### config.mk
export PLATFORM = sky130hd
export DESIGN_NAME = tinyyolohw_example_axis_pattern_gen_flat
export DESIGN_NICKNAME = d
export VERILOG_FILES = /design/src/rtl/tinyyolohw_example_axis_pattern_gen_if.sv /design/src/rtl/tinyyolohw_example_axis_pattern_gen.sv /design/src/flat_wrapper.sv
export SDC_FILE = /design/constraint.sdc
export NUM_CORES = 2
export LEC_CHECK = 0
export ABC_CLOCK_PERIOD_IN_PS = 6300
export CAP_MARGIN = 0
export CORE_AREA = 2 2 279 281
export CTS_BUF_LIST = sky130_fd_sc_hd__clkbuf_4
export CTS_CLUSTER_SIZE = 30
export DETAILED_ROUTE_END_ITERATION = 8
export DIE_AREA = 0 0 281 283
export PLACE_DENSITY = 0.63
export SLEW_MARGIN = 20
export SYNTH_ARGS = -nofsm -noshare
export SYNTH_HDL_FRONTEND = slang
export SYNTH_SLANG_ARGS = --single-unit
### constraint.sdc
create_clock -name m_axis_aclk -period 6.3 [get_ports m_axis_aclk]
set_input_delay 1.26 -clock m_axis_aclk [delete_from_list [all_inputs] [get_ports m_axis_aclk]]
set_output_delay 1.26 -clock m_axis_aclk [all_outputs]
set_load 0.02 [all_outputs]
### src/rtl/tinyyolohw_example_axis_pattern_gen_if.sv
// tinyyolohw_example_axis_pattern_gen_if: AXI4-Stream bundle (tvalid/tready/tdata/tkeep/tstrb/tlast) with master/slave views
interface tinyyolohw_example_axis_pattern_gen_if #(
  parameter int DATA_W = 512
);
  logic                tvalid;
  logic                tready;
  logic [DATA_W-1:0]   tdata;
  logic [DATA_W/8-1:0] tkeep;
  logic [DATA_W/8-1:0] tstrb;
  logic                tlast;
  modport master (output tvalid, tdata, tkeep, tstrb, tlast, input tready);
  modport slave (input tvalid, tdata, tkeep, tstrb, tlast, output tready);
endinterface

### src/rtl/tinyyolohw_example_axis_pattern_gen.sv
// tinyyolohw_example_axis_pattern_gen: AXIS burst source; ports clk/rst (m_axis_aclk/m_axis_areset), ctrl start/length/seed/busy/done, m_axis master stream
module tinyyolohw_example_axis_pattern_gen #(
  parameter int C_AXIS_TDATA_WIDTH = 512,
  parameter int C_ADDER_BIT_WIDTH  = 32,
  parameter int C_LENGTH_WIDTH     = 32
) (
  input  logic                         m_axis_aclk,
  input  logic                         m_axis_areset,
  input  logic                         ctrl_start,
  input  logic [C_LENGTH_WIDTH-1:0]    ctrl_length,
  input  logic [C_ADDER_BIT_WIDTH-1:0] ctrl_seed,
  output logic                         ctrl_busy,
  output logic                         ctrl_done,
  tinyyolohw_example_axis_pattern_gen_if.master m_axis
);
  localparam int AW = C_ADDER_BIT_WIDTH;
  localparam int LW = C_LENGTH_WIDTH;
  localparam int LANES = C_AXIS_TDATA_WIDTH / AW;
  localparam logic [AW-1:0] STEP = AW'(LANES);
  typedef enum logic [1:0] {IDLE, RUN, DONE} state_t;
  state_t state, state_n;
  logic [AW-1:0] base;
  logic [LW-1:0] rem;
  logic [AW-1:0] src;
  logic [C_AXIS_TDATA_WIDTH-1:0] data_n;
  logic hs, last_hs;
  assign hs = m_axis.tvalid & m_axis.tready;
  assign last_hs = hs && rem == LW'(1);
  assign ctrl_busy = state == RUN;
  assign ctrl_done = state == DONE;
  assign m_axis.tlast = rem == LW'(1);
  assign m_axis.tkeep = '1;
  assign m_axis.tstrb = '1;
  always_ff @(posedge m_axis_aclk)
    state <= m_axis_areset ? IDLE : state_n;
  always_comb begin
    state_n = state;
    state_n = (state == IDLE) ? (ctrl_start ? ((ctrl_length == '0) ? DONE : RUN) : IDLE) :
              (state == RUN)  ? (last_hs ? DONE : RUN) : IDLE;
  end
  // The first beat comes straight from the seed; later beats from base, which already points one beat ahead.
  always_comb begin
    src = (state == IDLE) ? ctrl_seed : base;
    data_n = '0;
    for (int j = 0; j < LANES; j++) data_n[j*AW +: AW] = src + AW'(j);
  end
  always_ff @(posedge m_axis_aclk) begin
    if (m_axis_areset) begin
      m_axis.tvalid <= 1'b0;
      m_axis.tdata <= '0;
      base <= '0;
      rem <= '0;
    end else if (state == IDLE && ctrl_start && ctrl_length != '0) begin
      m_axis.tvalid <= 1'b1;
      m_axis.tdata <= data_n;
      base <= ctrl_seed + STEP;
      rem <= ctrl_length;
    end else if (hs) begin
      rem <= rem - LW'(1);
      if (rem == LW'(1)) m_axis.tvalid <= 1'b0;
      else begin
        m_axis.tdata <= data_n;
        base <= base + STEP;
      end
    end
  end
endmodule

### src/flat_wrapper.sv
// flat-port wrapper written by rule: the top's interface ports become plain ports
module tinyyolohw_example_axis_pattern_gen_flat 
#(
  parameter int C_AXIS_TDATA_WIDTH = 512,
  parameter int C_ADDER_BIT_WIDTH  = 32,
  parameter int C_LENGTH_WIDTH     = 32
)
  (m_axis_aclk, m_axis_areset, ctrl_start, ctrl_length, ctrl_seed, ctrl_busy, ctrl_done, m_axis_tvalid, m_axis_tdata, m_axis_tkeep, m_axis_tstrb, m_axis_tlast, m_axis_tready);
  tinyyolohw_example_axis_pattern_gen_if #(.DATA_W(512)) m_axis_i ();
  input  logic m_axis_aclk;
  input  logic m_axis_areset;
  input  logic ctrl_start;
  input  logic [C_LENGTH_WIDTH-1:0] ctrl_length;
  input  logic [C_ADDER_BIT_WIDTH-1:0] ctrl_seed;
  output logic ctrl_busy;
  output logic ctrl_done;
  output wire logic [$bits(m_axis_i.tvalid)-1:0] m_axis_tvalid;
  output wire logic [$bits(m_axis_i.tdata)-1:0] m_axis_tdata;
  output wire logic [$bits(m_axis_i.tkeep)-1:0] m_axis_tkeep;
  output wire logic [$bits(m_axis_i.tstrb)-1:0] m_axis_tstrb;
  output wire logic [$bits(m_axis_i.tlast)-1:0] m_axis_tlast;
  input wire logic [$bits(m_axis_i.tready)-1:0] m_axis_tready;
  assign m_axis_tvalid = m_axis_i.tvalid;
  assign m_axis_tdata = m_axis_i.tdata;
  assign m_axis_tkeep = m_axis_i.tkeep;
  assign m_axis_tstrb = m_axis_i.tstrb;
  assign m_axis_tlast = m_axis_i.tlast;
  assign m_axis_i.tready = m_axis_tready;
  tinyyolohw_example_axis_pattern_gen #(.C_AXIS_TDATA_WIDTH(C_AXIS_TDATA_WIDTH), .C_ADDER_BIT_WIDTH(C_ADDER_BIT_WIDTH), .C_LENGTH_WIDTH(C_LENGTH_WIDTH)) u_core (.m_axis_aclk(m_axis_aclk), .m_axis_areset(m_axis_areset), .ctrl_start(ctrl_start), .ctrl_length(ctrl_length), .ctrl_seed(ctrl_seed), .ctrl_busy(ctrl_busy), .ctrl_done(ctrl_done), .m_axis(m_axis_i));
endmodule
==> results.md <==
- Across the VDD grid, the largest voltage drop is 114.7 µV.
- The total negative slack for setup checks is 0 ps.
- Pin placement for this block handled 712 I/O pins.
- The post-detailed-route via-to-cell ratio is 5.620.
- The number of buffers added by the clock tree synthesis step is 156.
- The last weighted congestion value of the routability-driven placer is 1.020.
- The total leakage power is 13.05 nW.
- Synthesis produced a netlist whose cell count is 3,871.
- Measured along the x axis, the die boundary spans 281 µm.
- The first-pass GRT wire length is 199,800 µm.
- The prevailing post-synth register cell is dfxtp_1.
- Tracing the worst setup path back leads to its startpoint at u_core.rem[2]$_SDFFE_PP0P_.
- Timing would allow up to 0.2061 GHz.
- The number of global-route vias before repair is 28,500.
- The total via count after detailed routing is 31,010.
- The clock drives 545 sinks.
- The average wire length per cell after detail routing is 25.63 µm.
- Clock skew on the completed layout was measured at 77.79 ps.
- The total setup violations reported at the end of the flow is 0.
- The clock tree synthesis step divided the H-tree into 4 levels.
- At the worst endpoint, the required time is 5040 ps.
- The worst endpoint data arrival time is 3590 ps.
- The first detailed-routing pass took 6 iterations.
- The die extent in y is 283 µm.
- The number of placement rows is 102.
- The synthesized netlist occupies a cell area of 0.02927 mm².
- Input and output buffers added on the ports amount to 583.
- Counting instances in the post-synthesis netlist gives the leading cell types as 639 x nand2_1, 545 x dfxtp_1, 404 x a21oi_1, 307 x clkbuf_1, 257 x nor2_1.
- The post-route antenna net violation count is 0.
- The worst hold-check path type is reg -> reg.
- The area share of the largest cell type after synthesis is 0.3727.
- After clock tree synthesis, the setup repair step added 0 buffers.
- The number of nets in the layout is 4,445.
- At the pin with the least slew margin, the transition time is 1208 ps.
- The total power per unit cell area is 268.5 mW/mm².
- From synthesis to final layout, the design area changed by 28.61%.
- The clock tree from TritonCTS is done.
- The run finished with clean final reports.
- The clock latency reported for the late side of the worst-skew pair is 1030 ps.
- For this design, the CTS-stage hold fixing added 0 buffers.
- Dividing the synthesized area by the synthesized cell count gives 7.562 µm².
- The worst register-to-register path begins at u_core.state[1]$_SDFF_PP0_.
- The portion of the clock cycle consumed by the worst path in the final layout is 0.7700.
- The starting density of the core is 0.3817.
- The first routing iteration left 3,731 violations.
- By startpoint and endpoint, the worst setup path is classified as reg -> out.
- The count of final hold-check violations is 0.
- Counting flops with an async set or reset pin after synthesis yields a share of 0.
- The placed instance area is 0.03568 mm².
- The largest net degree at the start of global routing is 190.
- Setup repair after global routing left no endpoint under its margin.
- Of the synthesized area, sequential elements account for 0.3727.
- Clock-pin slew was measured on the worst setup and hold paths at 60 ps.
- Detailed placement finished with a half-perimeter wire length of 100,200 µm.
- The most common cell in the netlist is nand2_1.
- The synthesis warning total is 0.
- The floorplan die area is 0.07952 mm².
- The root cell of the clock tree is clkbuf_4.
- The ratio of cells with drive above 1 in the final layout is 0.09611.
- Along the worst path, the maximum fanout reaches 7.
- The floorplan step defined a core boundary enclosing 0.07670 mm².
- The relative slew slack is 0.1944.
- After detailed routing, the total wire length is 141,400 µm.
- The clock tree buffer depth is 3.
- The startpoint class of the critical path is a flop.
- The launch instance of the worst min-delay path is u_core.m_axis.tdata[265]$_SDFFE_PP0P_.
- Summing all non-filler instances in the final layout gives an area of 0.03765 mm².
- The synthesized netlist contains 73 unique library cells.
- The cell type with the highest aggregate area in the netlist is dfxtp_1.
- The number of enable-type register cells in the synthesized netlist is 0.
- For this run, the total global-route usage over all layers was measured as 0.3424.
- By area the synthesized netlist is led by dfxtp_1 37%, nand2_1 8.2%, a21oi_1 6.9%.
- The count of unresolved DRC violations after routing is 0.
- For this run the aggregate overflow at the end of global routing stands at 0.
- The type of element capturing the critical path is an output pin.
- The worst path needs 4851 ps of the cycle, external delays included.
- The number of gates resized after CTS was 0.
- Across the run, the number of max-cap violations was 0.
- The final max-slew violation count was 0.
- The number of antenna violations at the first check in global routing is 10.
- Counting flops and latches in the post-synthesis netlist gives 545.
placed cells by master (no fill, tap or decap), drive strengths merged, types with 8 or more instances in the layout:
cell type and n:
conb 128, a22oi 22, or3b 17, nand3 178, clkdlybuf4s50 582, nor4 38
or2 10, buf 128, inv 21, and2 25, and3 28, nand4bb 8
nor2b 9, nor3 78, a21oi 404, xnor2 195, o211ai 45, or3 137
or4bb 8, o2111ai 8, or4 10, a211oi 111, nor2 257, clkinv 38
o21ai 254, nand3b 45, nand4 30, nand2 639, clkbuf 224, ha 17
mux2i 21, dfxtp 545, nand2b 9, xor2 115
routing by layer:
metal / global-route usage / wire [µm] / share of wire
met5: 0 / 13 / 0.000092
met4: 0.2086 / 9379 / 0.066
met3: 0.09508 / 14670 / 0.10
met2: 0.5360 / 63430 / 0.45
met1: 0.4157 / 53940 / 0.38
report_power, final:
part           switching (mW)  total [mW]  internal (mW)
sequential              0.232        3.98           3.75
clock                    1.64        3.36           1.72
combinational            1.77        2.77           1.00
total                    3.64        10.1           6.47
logic make-up after synthesis:
logic type	count (synthesis)	synth area share
other	1	0.0001281
and+or+nand+nor	1544	0.2514
AOI/OAI and AO/OA	908	0.1784
xor gates and xnor gates	310	0.09275
adders and majority gates	17	0.007266
buffers and inverters	523	0.08942
muxes	23	0.007950
DFF	545	0.3727
critical path: stages, from the launching register on:
cell	delay (ps)
dfxtp_1	350
or4_1	660
nor3_1	600
and3_1	320
clkdlybuf4s50_1	660
final cells by class:
type | instances | area, µm²
Multi-Input combinational cell | 2930 | 16430
Fill cell | 7743 | 39050
Clock buffer | 224 | 1682
Timing Repair Buffer | 710 | 6977
Antenna cell | 4 | 10.01
Clock inverter | 48 | 272.8
Sequential cell | 545 | 10910
Inverter | 17 | 63.81
Tap cell | 1040 | 1301
stage by stage:
stage / total power, mW / hold slack, ps / cells / utilization / setup slack, ps
after floorplan: 5.533 / 432.9 / 3998 / - / 974.1
after global placement: 6.755 / 437.3 / 5241 / 0.4649 / 1013
after detailed placement: 6.767 / 443.0 / 5242 / 0.4652 / 923.3
after CTS: 10.13 / 451.6 / 5514 / 0.4907 / 1398
after global routing: 10.52 / 468.7 / 5518 / 0.4908 / 1355
final: 10.11 / 449.8 / 5518 / 0.4908 / 1449
state kept, by name, indices dropped and copies added, names as in the netlist:
name and count:
u_core.state 2, u_core.m_axis.tvalid 1, u_core.base 32, u_core.m_axis.tdata 478, u_core.rem 32
final timing paths:
kind,endpoint,cells past startpoint,slack [ps]
hold / removal,u_core.m_axis.tdata[265]$_SDFFE_PP0P_,2,450
setup / recovery,m_axis_tlast,4,1450
hold reg to reg,u_core.m_axis.tdata[265]$_SDFFE_PP0P_,2,450
setup reg to reg,u_core.m_axis.tdata[459]$_SDFFE_PP0P_,10,1950
Note: power is estimated with default switching activity, not from simulation.
